`config.mk`:
```
export PLATFORM = sky130hd
export DESIGN_NAME = miriscv_lsu_mo
export DESIGN_NICKNAME = d
export VERILOG_FILES = /design/src/rtl/miriscv_lsu_pkg.sv /design/src/rtl/miriscv_lsu_track_fifo.sv /design/src/rtl/miriscv_lsu_mo.sv
export SDC_FILE = /design/constraint.sdc
export NUM_CORES = 1
export LEC_CHECK = 0
export BUFFER_PORTS_ARGS = -buffer_cell sky130_fd_sc_hd__buf_2
export CAP_MARGIN = 40
export CORE_AREA = 2 2 83 85
export CTS_CLUSTER_DIAMETER = 200
export CTS_CLUSTER_SIZE = 14
export DETAILED_ROUTE_END_ITERATION = 10
export DIE_AREA = 0 0 85 87
export PLACE_DENSITY_LB_ADDON = 0.08
export SYNTH_ARGS = -nofsm -noshare
export SYNTH_HDL_FRONTEND = slang
export SYNTH_SLANG_ARGS = --single-unit
```
`constraint.sdc`:
```
create_clock -name clk_i -period 3 [get_ports clk_i]
set_clock_uncertainty 0.1 [all_clocks]
set_input_delay 0.3 -clock clk_i [delete_from_list [all_inputs] [get_ports clk_i]]
set_output_delay 0.3 -clock clk_i [all_outputs]
set_load 0.01 [all_outputs]
```
`src/rtl/miriscv_lsu_pkg.sv`:
```
`timescale 1ns/1ps
`default_nettype none
// ============================================================================
// Module   : miriscv_lsu_pkg
// Purpose  : Shared types for the load/store unit: access size encoding,
//            tracking-FIFO entry layout and the load extension helper.
// Revision : 1.0
// ============================================================================
package miriscv_lsu_pkg;

    localparam int XLEN         = 32;
    localparam int MEM_ACCESS_W = 3;

    typedef enum logic [MEM_ACCESS_W-1:0] {
        MEM_B  = 3'd0,
        MEM_H  = 3'd1,
        MEM_W  = 3'd2,
        MEM_BU = 3'd4,
        MEM_HU = 3'd5
    } mem_size_e;

    // killed must remain the LSB: the tracking FIFO flags entries through bit 0.
    typedef struct packed {
        logic                    we;
        logic [MEM_ACCESS_W-1:0] size;
        logic [1:0]              offset;
        logic                    killed;
    } lsu_track_t;

    function automatic logic [XLEN-1:0] lsu_load_extend(
        input logic [MEM_ACCESS_W-1:0] size,
        input logic [1:0]              offset,
        input logic [XLEN-1:0]         rdata
    );
        logic [XLEN-1:0] w_sh;
        w_sh = rdata >> {offset, 3'b000};
        case (size)
            MEM_B:   return {{(XLEN-8){w_sh[7]}}, w_sh[7:0]};
            MEM_BU:  return {{(XLEN-8){1'b0}}, w_sh[7:0]};
            MEM_H:   return {{(XLEN-16){w_sh[15]}}, w_sh[15:0]};
            MEM_HU:  return {{(XLEN-16){1'b0}}, w_sh[15:0]};
            default: return rdata;
        endcase
    endfunction

endpackage
`default_nettype wire

```
`src/rtl/miriscv_lsu_track_fifo.sv`:
```
`timescale 1ns/1ps
`default_nettype none
// ============================================================================
// Module   : miriscv_lsu_track_fifo
// Purpose  : In-order tracking FIFO for outstanding memory requests with a
//            bulk kill that flags every occupied entry (entry bit 0).
// Revision : 1.0
// ============================================================================
module miriscv_lsu_track_fifo #(
    parameter int  DEPTH   = 2,
    parameter type ENTRY_T = logic [7:0],
    parameter int  CNT_W   = $clog2(DEPTH + 1)
) (
    input  logic             clk_i,
    input  logic             arstn_i,
    input  logic             i_push,
    input  ENTRY_T           i_push_entry,
    input  logic             i_pop,
    input  logic             i_kill_all,
    output ENTRY_T           o_head,
    output logic [CNT_W-1:0] o_count
);

    localparam int               PTR_W      = (DEPTH > 1) ? $clog2(DEPTH) : 1;
    localparam logic [PTR_W-1:0] c_ptr_last = PTR_W'(DEPTH - 1);

    ENTRY_T           r_mem [DEPTH];
    logic [PTR_W-1:0] r_wptr;
    logic [PTR_W-1:0] r_rptr;
    logic [CNT_W-1:0] r_cnt;
    logic [DEPTH-1:0] w_occupied;
    logic             w_empty;
    logic             w_full;
    logic             w_push;
    logic             w_pop;

    function automatic logic [PTR_W-1:0] f_inc(input logic [PTR_W-1:0] p);
        return (p == c_ptr_last) ? '0 : p + 1'b1;
    endfunction

    assign w_empty = (r_cnt == '0);
    assign w_full  = (r_cnt == CNT_W'(DEPTH));
    assign w_pop   = i_pop & ~w_empty;
    assign w_push  = i_push & (~w_full | w_pop);
    assign o_head  = r_mem[r_rptr];
    assign o_count = r_cnt;

    // Entry i is live when its distance from the read pointer is below count.
    always_comb begin
        w_occupied = '0;
        for (int i = 0; i < DEPTH; i++) begin
            w_occupied[i] = (((i >= int'(r_rptr)) ? (i - int'(r_rptr))
                                                  : (i + DEPTH - int'(r_rptr))) < int'(r_cnt));
        end
    end

    always_ff @(posedge clk_i or negedge arstn_i) begin
        if (!arstn_i) begin
            r_wptr <= '0;
            r_rptr <= '0;
            r_cnt  <= '0;
            for (int i = 0; i < DEPTH; i++) r_mem[i] <= '0;
        end else begin
            for (int i = 0; i < DEPTH; i++) begin
                if (i_kill_all && w_occupied[i]) r_mem[i][0] <= 1'b1;
            end
            if (w_push) begin
                r_mem[r_wptr] <= i_push_entry;
                r_wptr        <= f_inc(r_wptr);
            end
            if (w_pop) r_rptr <= f_inc(r_rptr);
            if (w_push && !w_pop)      r_cnt <= r_cnt + 1'b1;
            else if (!w_push && w_pop) r_cnt <= r_cnt - 1'b1;
        end
    end

    always_ff @(posedge clk_i) begin
        if (arstn_i && i_pop) begin
            assert (!w_empty) else $warning("track_fifo: response with nothing outstanding, ignored");
        end
    end

endmodule
`default_nettype wire

```
`src/rtl/miriscv_lsu_mo.sv`:
```
`timescale 1ns/1ps
`default_nettype none
// ============================================================================
// Module   : miriscv_lsu_mo
// Purpose  : Load/store unit with multiple outstanding requests, misalignment
//            check, in-order response tracking and flush support.
// Revision : 1.0
// ============================================================================
module miriscv_lsu_mo
    import miriscv_lsu_pkg::*;
#(
    parameter int MAX_OUTSTANDING = 2,
    parameter bit EN_MISALIGN_CHK = 1'b1
) (
    input  logic                    clk_i,
    input  logic                    arstn_i,
    input  logic                    lsu_req_i,
    input  logic                    lsu_kill_i,
    input  logic                    lsu_we_i,
    input  logic [MEM_ACCESS_W-1:0] lsu_size_i,
    input  logic [XLEN-1:0]         lsu_addr_i,
    input  logic [XLEN-1:0]         lsu_data_i,
    output logic                    lsu_stall_o,
    output logic                    lsu_misaligned_o,
    output logic                    lsu_rsp_valid_o,
    output logic [XLEN-1:0]         lsu_rsp_data_o,
    output logic                    lsu_busy_o,
    output logic                    data_req_o,
    output logic                    data_we_o,
    output logic [XLEN/8-1:0]       data_be_o,
    output logic [XLEN-1:0]         data_addr_o,
    output logic [XLEN-1:0]         data_wdata_o,
    input  logic                    data_gnt_i,
    input  logic                    data_rvalid_i,
    input  logic [XLEN-1:0]         data_rdata_i
);

    localparam int CNT_W = $clog2(MAX_OUTSTANDING + 1);

    logic [CNT_W-1:0] w_count;
    lsu_track_t       w_head;
    lsu_track_t       w_push_entry;
    logic             w_misaligned;
    logic             w_busy;
    logic             w_issue;
    logic             w_handshake;
    logic             w_pop;

    always_comb begin
        w_misaligned = 1'b0;
        if (EN_MISALIGN_CHK) begin
            if ((lsu_size_i == MEM_H || lsu_size_i == MEM_HU) && lsu_addr_i[0])
                w_misaligned = 1'b1;
            if (lsu_size_i == MEM_W && lsu_addr_i[1:0] != 2'b00)
                w_misaligned = 1'b1;
        end
    end

    always_comb begin
        case (lsu_size_i)
            MEM_B, MEM_BU: begin
                data_be_o    = 4'b0001 << lsu_addr_i[1:0];
                data_wdata_o = {4{lsu_data_i[7:0]}};
            end
            MEM_H, MEM_HU: begin
                data_be_o    = 4'b0011 << lsu_addr_i[1:0];
                data_wdata_o = {2{lsu_data_i[15:0]}};
            end
            default: begin
                data_be_o    = 4'b1111;
                data_wdata_o = lsu_data_i;
            end
        endcase
    end

    // Every control output is forced low while reset is held.
    assign w_busy           = (w_count != '0);
    assign w_issue          = arstn_i & lsu_req_i & ~lsu_kill_i & ~w_misaligned;
    assign data_req_o       = w_issue & ((w_count < CNT_W'(MAX_OUTSTANDING)) | data_rvalid_i);
    assign w_handshake      = data_req_o & data_gnt_i;
    assign lsu_stall_o      = w_issue & ~w_handshake;
    assign lsu_misaligned_o = arstn_i & lsu_req_i & w_misaligned;
    assign data_we_o        = data_req_o & lsu_we_i;
    assign data_addr_o      = {lsu_addr_i[XLEN-1:2], 2'b00};
    assign lsu_busy_o       = w_busy;

    assign w_push_entry = '{we: lsu_we_i, size: lsu_size_i, offset: lsu_addr_i[1:0], killed: 1'b0};

    // A response popping in the kill cycle is suppressed alongside flagged ones.
    assign w_pop           = data_rvalid_i & w_busy;
    assign lsu_rsp_valid_o = w_pop & ~w_head.we & ~w_head.killed & ~lsu_kill_i;
    assign lsu_rsp_data_o  = lsu_rsp_valid_o ? lsu_load_extend(w_head.size, w_head.offset, data_rdata_i)
                                             : '0;

    miriscv_lsu_track_fifo #(
        .DEPTH   (MAX_OUTSTANDING),
        .ENTRY_T (lsu_track_t),
        .CNT_W   (CNT_W)
    ) u_track_fifo (
        .clk_i        (clk_i),
        .arstn_i      (arstn_i),
        .i_push       (w_handshake),
        .i_push_entry (w_push_entry),
        .i_pop        (data_rvalid_i),
        .i_kill_all   (lsu_kill_i),
        .o_head       (w_head),
        .o_count      (w_count)
    );

endmodule
`default_nettype wire
```
Word level (Yosys, flattened, before mapping):

Cells that the tools add are included.

* $add $sub $neg: 7
* magnitude comparators: 7
* eq/ne operators: 8
* shifts and indexed selects: 3
* multiplexer cells: 20
* bitwise operators: 25
* reductions and logical operators: 18

Operators with widths (count)
* 32-bit one-hot mux with 4 select lines: 1
* 32-bit by 3-bit < comparator with 1-bit output: 2
* 32-bit two-way mux: 2
* 32-bit one-hot mux with 2 select lines: 1
* 32-bit by 5-bit >> shifter with 16-bit output: 1
* 7-bit two-way mux: 4
* 1-bit AND: 14
* 14-bit bitwise mux: 1
* 3-bit equality test, second input constant: 4
* 8-bit two-way mux: 1
* 4-bit one-hot mux with 2 select lines: 1
* 7-bit demux with 1-bit select: 1
* 1-bit logical AND: 7
* 1-bit inverter: 7
* 3-bit by 1-bit equality test with 1-bit output, second input constant: 2
* 3-bit logical NOT: 2
* 1-bit two-way mux: 6
* 2-bit nonzero test: 3
* 2-bit greater-or-equal comparator, second input constant: 2
* 2-bit two-way mux: 2
* 1-bit inverter with 2-bit output: 2
* 2-bit OR reduction: 2
* 1-bit by 2-bit left shift with 4-bit output, first input constant: 1
* 2-bit by 2-bit left shift with 4-bit output, first input constant: 1
* 14 further kinds: 18

* bits in registers: 18
* input bits: 106
* output and inout bits: 106
* word-level logic and storage cells: 99

Logic depth before layout (Yosys ltp):

Gate-level depths: netlist of the first run.

* depth after elaboration: 14
* gate-level depth with buffers: 11
* mapped depth without buffers: 9

Modules after synthesis:

From an unflattened synthesis of the first run, not the netlist that was laid out.

* cell total of the unflattened synthesis: 276
* area, all modules: 2452.4 um^2

Modules (own cells, without submodules)
* miriscv_lsu_mo: times used 1, cells each 216, area an instance 1560.2 um^2, sequential area each 0.0 um^2
* miriscv_lsu_track_fifo: times used 1, cells each 60, area an instance 892.1 um^2, sequential area each 450.4 um^2

Worst setup path after synthesis of the first run:

Ideal clock, no wire load.

* path type: reg2out
* start point: register u_track_fifo.r_rptr
* end point: output port lsu_rsp_data_o[28]
* arrival: 1794 ps
* data required time: 2600 ps
* slack: 806 ps
* cell stages (with the launch flop): 10
* buffers on the path: 3
* cell sequence: dfrtp_1 > buf_2 > buf_6 > nor3_1 > a21oi_1 > or3_1 > inv_1 > buf_2 > o21ai_0 > nor2_1

* cells in the longest elaborated chain, start to end: 9
* elaborated cells between the ends (all ways): 16
* those cells by class: eq/ne: 3; shift: 1; mux: 5; bitwise: 6; reduce/logical: 1

RTL lines
* start: declaration: RTL line miriscv_lsu_track_fifo.sv:29 `logic [PTR_W-1:0] r_rptr;`
* start signal: assignment: RTL line miriscv_lsu_track_fifo.sv:71 `if (w_pop) r_rptr <= f_inc(r_rptr);`
* 1-bit inverter with 2-bit output (implied by the code) (*): RTL line miriscv_lsu_track_fifo.sv:45 `assign o_head = r_mem[r_rptr];`
* 7-bit two-way mux (implied by the code) (*) (3 in series): RTL line miriscv_lsu_track_fifo.sv:45
* 1-bit inverter: RTL line miriscv_lsu_mo.sv:91 `assign lsu_rsp_valid_o = w_pop & ~w_head.we & ~w_head.killed & ~lsu_kill_i;`
* 1-bit AND: RTL line miriscv_lsu_mo.sv:91
* 1-bit AND (*) (2 in series): RTL line miriscv_lsu_mo.sv:91
* named net lsu_rsp_valid_o: RTL line miriscv_lsu_mo.sv:25 `output logic lsu_rsp_valid_o,`
* 32-bit two-way mux (*): RTL line miriscv_lsu_mo.sv:92 `assign lsu_rsp_data_o = lsu_rsp_valid_o ? lsu_load_extend(w_head.size, w_head.offset, data_rdata_i)`
* end: declaration: RTL line miriscv_lsu_mo.sv:26 `output logic [XLEN-1:0] lsu_rsp_data_o,`

The timed path passes the listed nets; every way through them passes the cells marked *. The select of a mux whose other input is x is not followed.

Worst setup path in the final report of the first run:

* start point: register u_track_fifo.r_rptr
* end point: output port lsu_rsp_data_o[31]

* cells in the longest elaborated chain, start to end: 9
* elaborated cells between the ends (all ways): 16
* those cells by class: eq/ne: 3; shift: 1; mux: 5; bitwise: 6; reduce/logical: 1

RTL lines (RTL line)
* 1-bit inverter with 2-bit output (implied by the code) (*): miriscv_lsu_track_fifo.sv:45
* 7-bit two-way mux (implied by the code) (*) (3 in series): miriscv_lsu_track_fifo.sv:45
* branches (longest 4 deep; another with 32-bit by 5-bit >> shifter with 16-bit output)
* 32-bit two-way mux (*): miriscv_lsu_mo.sv:92

Every way passes the cells marked *. The select of a mux whose other input is x is not followed.

==> metrics.md, run 1 <==
| Metric | Value |
|---|---|
| Synthesized area per cell | `7.66 µm²` |
| Leakage | `1.60 nW` |
| H-tree depth reported by CTS | `1` |
| Floorplan die area | `7400 µm²` |
| Largest fanout of any net on the critical path | `16` |
| Data required, critical path | `2600 ps` |
| Clock latency reported for the late side of the worst-skew pair | `250 ps` |
| Ranking of synthesized cells by area | `sky130_fd_sc_hd__dfrtp_1 18%, sky130_fd_sc_hd__mux2_2 14%, sky130_fd_sc_hd__buf_4 13%, sky130_fd_sc_hd__o21ai_0 8.4%, sky130_fd_sc_hd__mux2i_1 7.6%` |
| Number of violations of the max-capacitance limit | `0` |
| Routed wire length per instance | `15.0 µm` |
| Count of boundary I/O pins | `212` |
| Length in cells of the worst reg-to-reg path | `8` |
| Placeable Area | `6570 µm²` |
| Max-slew violation count | `0` |
| Part of the Yosys area used for sequential elements | `18.1%` |
| EDFF count, synth | `0` |
| Met2 capacity usage during global routing | `30.6%` |
| GR Layer Usage met3 | `4.27%` |
| Drt first pass iters | `4` |
| CP bufs+invs | `2` |
| Relative area change from synthesis to final layout | `24.7%` |
| Num Clock Sinks | `18` |
| Share of cells above drive strength 1 | `47.7%` |
| Hold Crit Class | `input port to register` |
| Startpoint types | `register` |
| Global-route wire length before repair | `11900 µm` |
| Crit path largest cell delay | `520 ps` |
| Kind of critical path | `register to primary output` |
| Input/output buffers | `149` |
| Initial Utilization | `37.9%` |
| Max_slew headroom | `57.0%` |
| Overall via count from detail_route | `2659` |
| Vias in the first global route | `2397` |
| Slowest CP cell | `sky130_fd_sc_hd__dfrtp_2` |
| Total gr overflow | `0` |
| Clock tree from TritonCTS | `done` |
| Slew at the pin with the worst max-slew slack | `642 ps` |
| Post-route fraction of the period consumed by the critical path | `91.8%` |
| Seq cells post-synth | `18` |
| Family with the most delay on the worst path | `compound AO/OA/AOI/OAI gates` |
| Logic depth of the worst setup path including buffers | `7` |
| Final Total Pwr | `2.21 mW` |
| CTS Root Cell | `sky130_fd_sc_hd__clkbuf_8` |
| Number of buffers created by CTS | `3` |
| Arrival time of the worst setup path | `2350 ps` |
| Placer's final routability congestion estimate | `0.815` |
| DRT iter0 DRCs | `80` |
| Final min period | `2750 ps` |
| GR Util met1 | `27.1%` |
| Most common cell in the netlist | `sky130_fd_sc_hd__nor2_1` |
| Critical Path End Type | `primary output` |
| Fmax achieved | `363 MHz` |
| Initial antenna violation count | `0` |
| Antenna diode count | `0` |
| Sum of net half-perimeters after detailed placement | `6160 µm` |
| Post-route DRC violation count | `0` |
| Fraction of registers with async set or reset after synthesis | `100%` |
| Unrepaired setup endpoints after global routing | `no` |
| Largest net degree at the start of global routing | `32` |
| Post-Synthesis Cell Area | `2490 µm²` |
| Die height | `87 µm` |
| Total power density per cell area | `712 nW/µm²` |
| Largest buffer count on any clock path | `2` |
| Final count of negative-setup-slack endpoints | `0` |
| Final total negative setup slack | `0 ps` |
| Vias per inst | `5.19` |
| Worst-path clk slew | `70 ps` |
| Post-synth top cells | `46 x sky130_fd_sc_hd__nor2_1, 44 x sky130_fd_sc_hd__buf_4, 42 x sky130_fd_sc_hd__o21ai_0` |
| Row count | `30` |
| # nets final | `540` |
| Peak-usage layer in the global routing report | `met2` |
| Cell-by-cell trace of the critical path | `or3b_2 > a2bb2oi_1 > o2111a_1 > a221oi_4 > buf_12 > a211oi_1 > buf_2` |
| Post-synth cell types | `47` |
| Aggregate routed wire length | `7700 µm` |
| Utilization of the core after routing | `47.2%` |
| Warning count from the yosys run | `0` |
| Count of nets left with antenna violations after detail routing | `0` |
| Synth Flop Type | `sky130_fd_sc_hd__dfrtp_1` |
| Run status | `completed` |
| Yosys top cell by area | `sky130_fd_sc_hd__dfrtp_1` |
| Tot GR Track Use | `19.2%` |
| Die X-Extent | `85 µm` |
| Total count of hold-check failures in the final report | `0` |
| Cell count after synthesis | `325` |
| Share of Yosys cell area claimed by the top area cell type | `18.1%` |
| Highest ir drop seen on vdd | `0.358 mV` |
| Hold Path Cell Cnt | `2` |
path summary, 6_finish.rpt:
kind                                    startpoint                       to  slack (ps)
setup / recovery               u_track_fifo.r_rptr       lsu_rsp_data_o[31]         250
hold / removal                            lsu_we_i   u_track_fifo.r_mem[13]         220
setup reg to reg           u_track_fifo.o_count[1]  u_track_fifo.o_count[1]        1280
hold reg to reg              u_track_fifo.r_mem[7]    u_track_fifo.r_mem[7]         400
max in group asynchronous                  arstn_i      u_track_fifo.r_rptr        2060
min in group asynchronous                  arstn_i  u_track_fifo.o_count[0]         420
cells in the final DEF (no fill, tap or decap), drive strengths merged, types with 6 or more instances in the layout:
cell	instances
a21oi	19
buf	160
dfrtp	18
inv	6
mux2	31
mux2i	20
nand2	27
nor2	46
o21ai	42
o22ai	7
o2bb2ai	7
power breakdown:
| group | leakage [nW] | switching, mW | internal [mW] | total, mW |
|---|---|---|---|---|
| Clock | 0.0288 | 0.0764 | 0.116 | 0.193 |
| Combinational | 1.35 | 0.839 | 0.672 | 1.51 |
| Sequential | 0.216 | 0.156 | 0.348 | 0.504 |
| Total | 1.60 | 1.07 | 1.14 | 2.21 |
routing by layer:
metal  part of all wire [%]  vias up
li1                       -     1318
met1                     46     1205
met2                     45      128
met3                    8.5        8
met4                   0.47        0
met5                      0        -
per-stage QoR:
| stage | hold slack (ps) | worst slack [ps] | cell area (µm²) | std cells |
|---|---|---|---|---|
| after CTS | 218 | 135 | 3080 | 511 |
| final | 223 | 247 | 3100 | 512 |
| after global routing | 222 | 101 | 3100 | 512 |
| after global placement | 161 | 468 | 3020 | 506 |
| after detailed placement | 161 | 416 | 3020 | 506 |
| after floorplan | -95.6 | 806 | 2490 | 326 |
kinds of logic after synthesis:
kind of cell / synth area share (%)
AO/OA/AOI/OAI: 22.7
XOR/XNOR: 1.76
adder cells (fa/ha/maj): 0.503
buffers and inverters: 17.0
flip-flops: 18.1
multiplexers: 22.2
other: 0.151
AND/OR/NAND/NOR: 17.6
repair_timing:
| action | CTS | global route |
|---|---|---|
| endpoints found under the hold margin | 18 | 0 |
| buffers inserted | 0 | 1 |
| hold buffers | 1 | 0 |
| gates resized for setup | 0 | 1 |
| setup endpoints to repair | 0 | 7 |
state kept, by name, summed over array words and instances (netlist names):
| register | cells |
|---|---|
| u_track_fifo.o_count | 2 |
| u_track_fifo.r_rptr | 1 |
| u_track_fifo.r_wptr | 1 |
| u_track_fifo.r_mem | 14 |
cell type report:
type,count,area (µm²)
multi-input cells,243,1620
flip-flops and latches,18,452
well taps,80,100
clock buffers,4,55.1
fillers,701,3470
inverters,6,22.5
repair buffers,161,851
worst register-to-register path, stage by stage (launching register included):
cell	delay (ps)
sky130_fd_sc_hd__dfrtp_1	430
sky130_fd_sc_hd__nand2b_1	130
sky130_fd_sc_hd__and3_1	270
sky130_fd_sc_hd__nand2_1	110
sky130_fd_sc_hd__inv_1	70
sky130_fd_sc_hd__ha_1	150
sky130_fd_sc_hd__xor2_1	150
sky130_fd_sc_hd__nor2_1	60
sky130_fd_sc_hd__xor2_1	140
Power figures use the tool's default switching activity.
==> inputs of run 2 (changes only) <==
--- a/config.mk
+++ b/config.mk
@@ -12,7 +12,7 @@
 export CTS_CLUSTER_SIZE = 14
 export DETAILED_ROUTE_END_ITERATION = 10
 export DIE_AREA = 0 0 85 87
-export PLACE_DENSITY_LB_ADDON = 0.08
+export PLACE_DENSITY = 0.81
 export SYNTH_ARGS = -nofsm -noshare
 export SYNTH_HDL_FRONTEND = slang
 export SYNTH_SLANG_ARGS = --single-unit
==> metrics.md, run 2 (synthesis results as in run 1) <==
| Metric | Value |
|---|---|
| Final total negative setup slack | `0 ps` |
| Worst-path clk slew | `70 ps` |
| Clock latency reported for the late side of the worst-skew pair | `250 ps` |
| Share of cells above drive strength 1 | `47.4%` |
| Utilization of the core after routing | `46.8%` |
| Routed wire length per instance | `14.4 µm` |
| Sum of net half-perimeters after detailed placement | `5820 µm` |
| Input/output buffers | `149` |
| Final count of negative-setup-slack endpoints | `0` |
| Post-route DRC violation count | `0` |
| Slew at the pin with the worst max-slew slack | `690 ps` |
| Arrival time of the worst setup path | `2390 ps` |
| Vias in the first global route | `2387` |
| Register containing the most flip-flops in the final layout | `u_track_fifo.r_mem` |
| Aggregate routed wire length | `7330 µm` |
| Run status | `completed` |
| Highest ir drop seen on vdd | `0.432 mV` |
| Initial Utilization | `37.9%` |
| Hold Crit Class | `input port to register` |
| Final non-filler cell total | `508` |
| H-tree depth reported by CTS | `1` |
| Leakage | `1.58 nW` |
| DRT iter0 DRCs | `126` |
| Kind of critical path | `register to primary output` |
| Clock tree from TritonCTS | `done` |
| Final Total Pwr | `2.16 mW` |
| Antenna diode count | `0` |
| Post-route fraction of the period consumed by the critical path | `92.9%` |
| Num Clock Sinks | `18` |
| CTS Root Cell | `sky130_fd_sc_hd__clkbuf_8` |
| Total gr overflow | `0` |
| Initial antenna violation count | `0` |
| Most common library cell in the layout ignoring fill and taps | `sky130_fd_sc_hd__buf_2` |
| Row count | `30` |
| Max_slew headroom | `54.0%` |
| Largest buffer count on any clock path | `2` |
| Total count of hold-check failures in the final report | `0` |
| Largest fanout of any net on the critical path | `16` |
| Floorplan die area | `7400 µm²` |
| Data required, critical path | `2600 ps` |
| Total power density per cell area | `704 nW/µm²` |
| Tot GR Track Use | `18.4%` |
| Max-slew violation count | `0` |
| Global-route wire length before repair | `11300 µm` |
| Final min period | `2790 ps` |
| Placer's final routability congestion estimate | `0.819` |
| Worst setup margin | `212 ps` |
| Setup Slack @ Placement | `362 ps` |
| Fmax achieved | `359 MHz` |
| Relative area change from synthesis to final layout | `23.4%` |
| Unrepaired setup endpoints after global routing | `no` |
| Critical Path End Type | `primary output` |
| Largest net degree at the start of global routing | `32` |
| Inst Count DP | `503` |
| Count of nets left with antenna violations after detail routing | `0` |
| Number of violations of the max-capacitance limit | `0` |
| Most frequent cells in the layout | `149 x sky130_fd_sc_hd__buf_2, 46 x sky130_fd_sc_hd__nor2_1, 42 x sky130_fd_sc_hd__o21ai_0` |
| Number of buffers created by CTS | `3` |
| Max reg flops | `14` |
| Die X-Extent | `85 µm` |
| Overall via count from detail_route | `2730` |
| Count of boundary I/O pins | `212` |
| Drt first pass iters | `6` |
| Placeable Area | `6570 µm²` |
| Startpoint types | `register` |
| Vias per inst | `5.37` |
| # nets final | `537` |
| Die height | `87 µm` |
[run 2: changes by cell type in the layout (fill, tap and decap cells not counted), sizes merged]
cell / previous run / this run
clkbuf: 4 / 3
buf: 160 / 157
[run 2: layer usage]
metal | GRT usage, % | up-vias | share of wire, %
li1 | - | 1312 | -
met1 | 22.3 | 1256 | 40
met2 | 33.5 | 144 | 49
met3 | 2.46 | 18 | 8.9
met4 | 6.06 | 0 | 2.1
met5 | 0 | - | 0
[run 2: per-stage QoR]
step / hold WS [ps] / area, µm²
after global placement: 147 / 2990
after global routing: 205 / 3070
final: 205 / 3070
after CTS: 208 / 3050
after detailed placement: 153 / 2990
after floorplan: -95.6 / 2490
[run 2: final timing paths]
check                                        start                       to  slack (ps)  cells past startpoint
setup / recovery               u_track_fifo.r_rptr       lsu_rsp_data_o[31]         210                      7
min in group asynchronous                  arstn_i  u_track_fifo.o_count[0]         420                      2
setup reg to reg           u_track_fifo.o_count[1]  u_track_fifo.o_count[1]        1190                      8
max in group asynchronous                  arstn_i      u_track_fifo.r_rptr        2060                      2
hold reg to reg              u_track_fifo.r_mem[0]    u_track_fifo.r_mem[0]         400                      1
hold / removal                            lsu_we_i    u_track_fifo.r_mem[6]         200                      2
[run 2: what timing repair did]
action / in CTS / in global routing
hold buffers: 1 / 0
endpoints found under the hold margin: 18 / 0
gates resized for setup: 0 / 2
buffers inserted: 0 / 1
endpoints found under the setup margin: 0 / 24
[run 2: cell type report]
class	count	area (µm²)
multi-input cells	243	1630
fillers	632	3500
inverters	6	22.5
well taps	80	100
flip-flops and latches	18	452
clock buffers	3	41.3
repair buffers	158	828
[run 2: power breakdown]
group,total (mW),internal [mW],switching [mW]
logic,1.49,0.647,0.844
clock network,0.166,0.0891,0.0764
registers,0.506,0.348,0.158
[run 2: critical path, stage by stage, from the launching register on]
cell                        delay, ps
sky130_fd_sc_hd__dfrtp_2          520
sky130_fd_sc_hd__or3b_2           500
sky130_fd_sc_hd__a2bb2oi_1        140
sky130_fd_sc_hd__o2111a_1         290
sky130_fd_sc_hd__a221oi_4          90
sky130_fd_sc_hd__buf_12           170
sky130_fd_sc_hd__a211oi_1         250
sky130_fd_sc_hd__buf_2            180
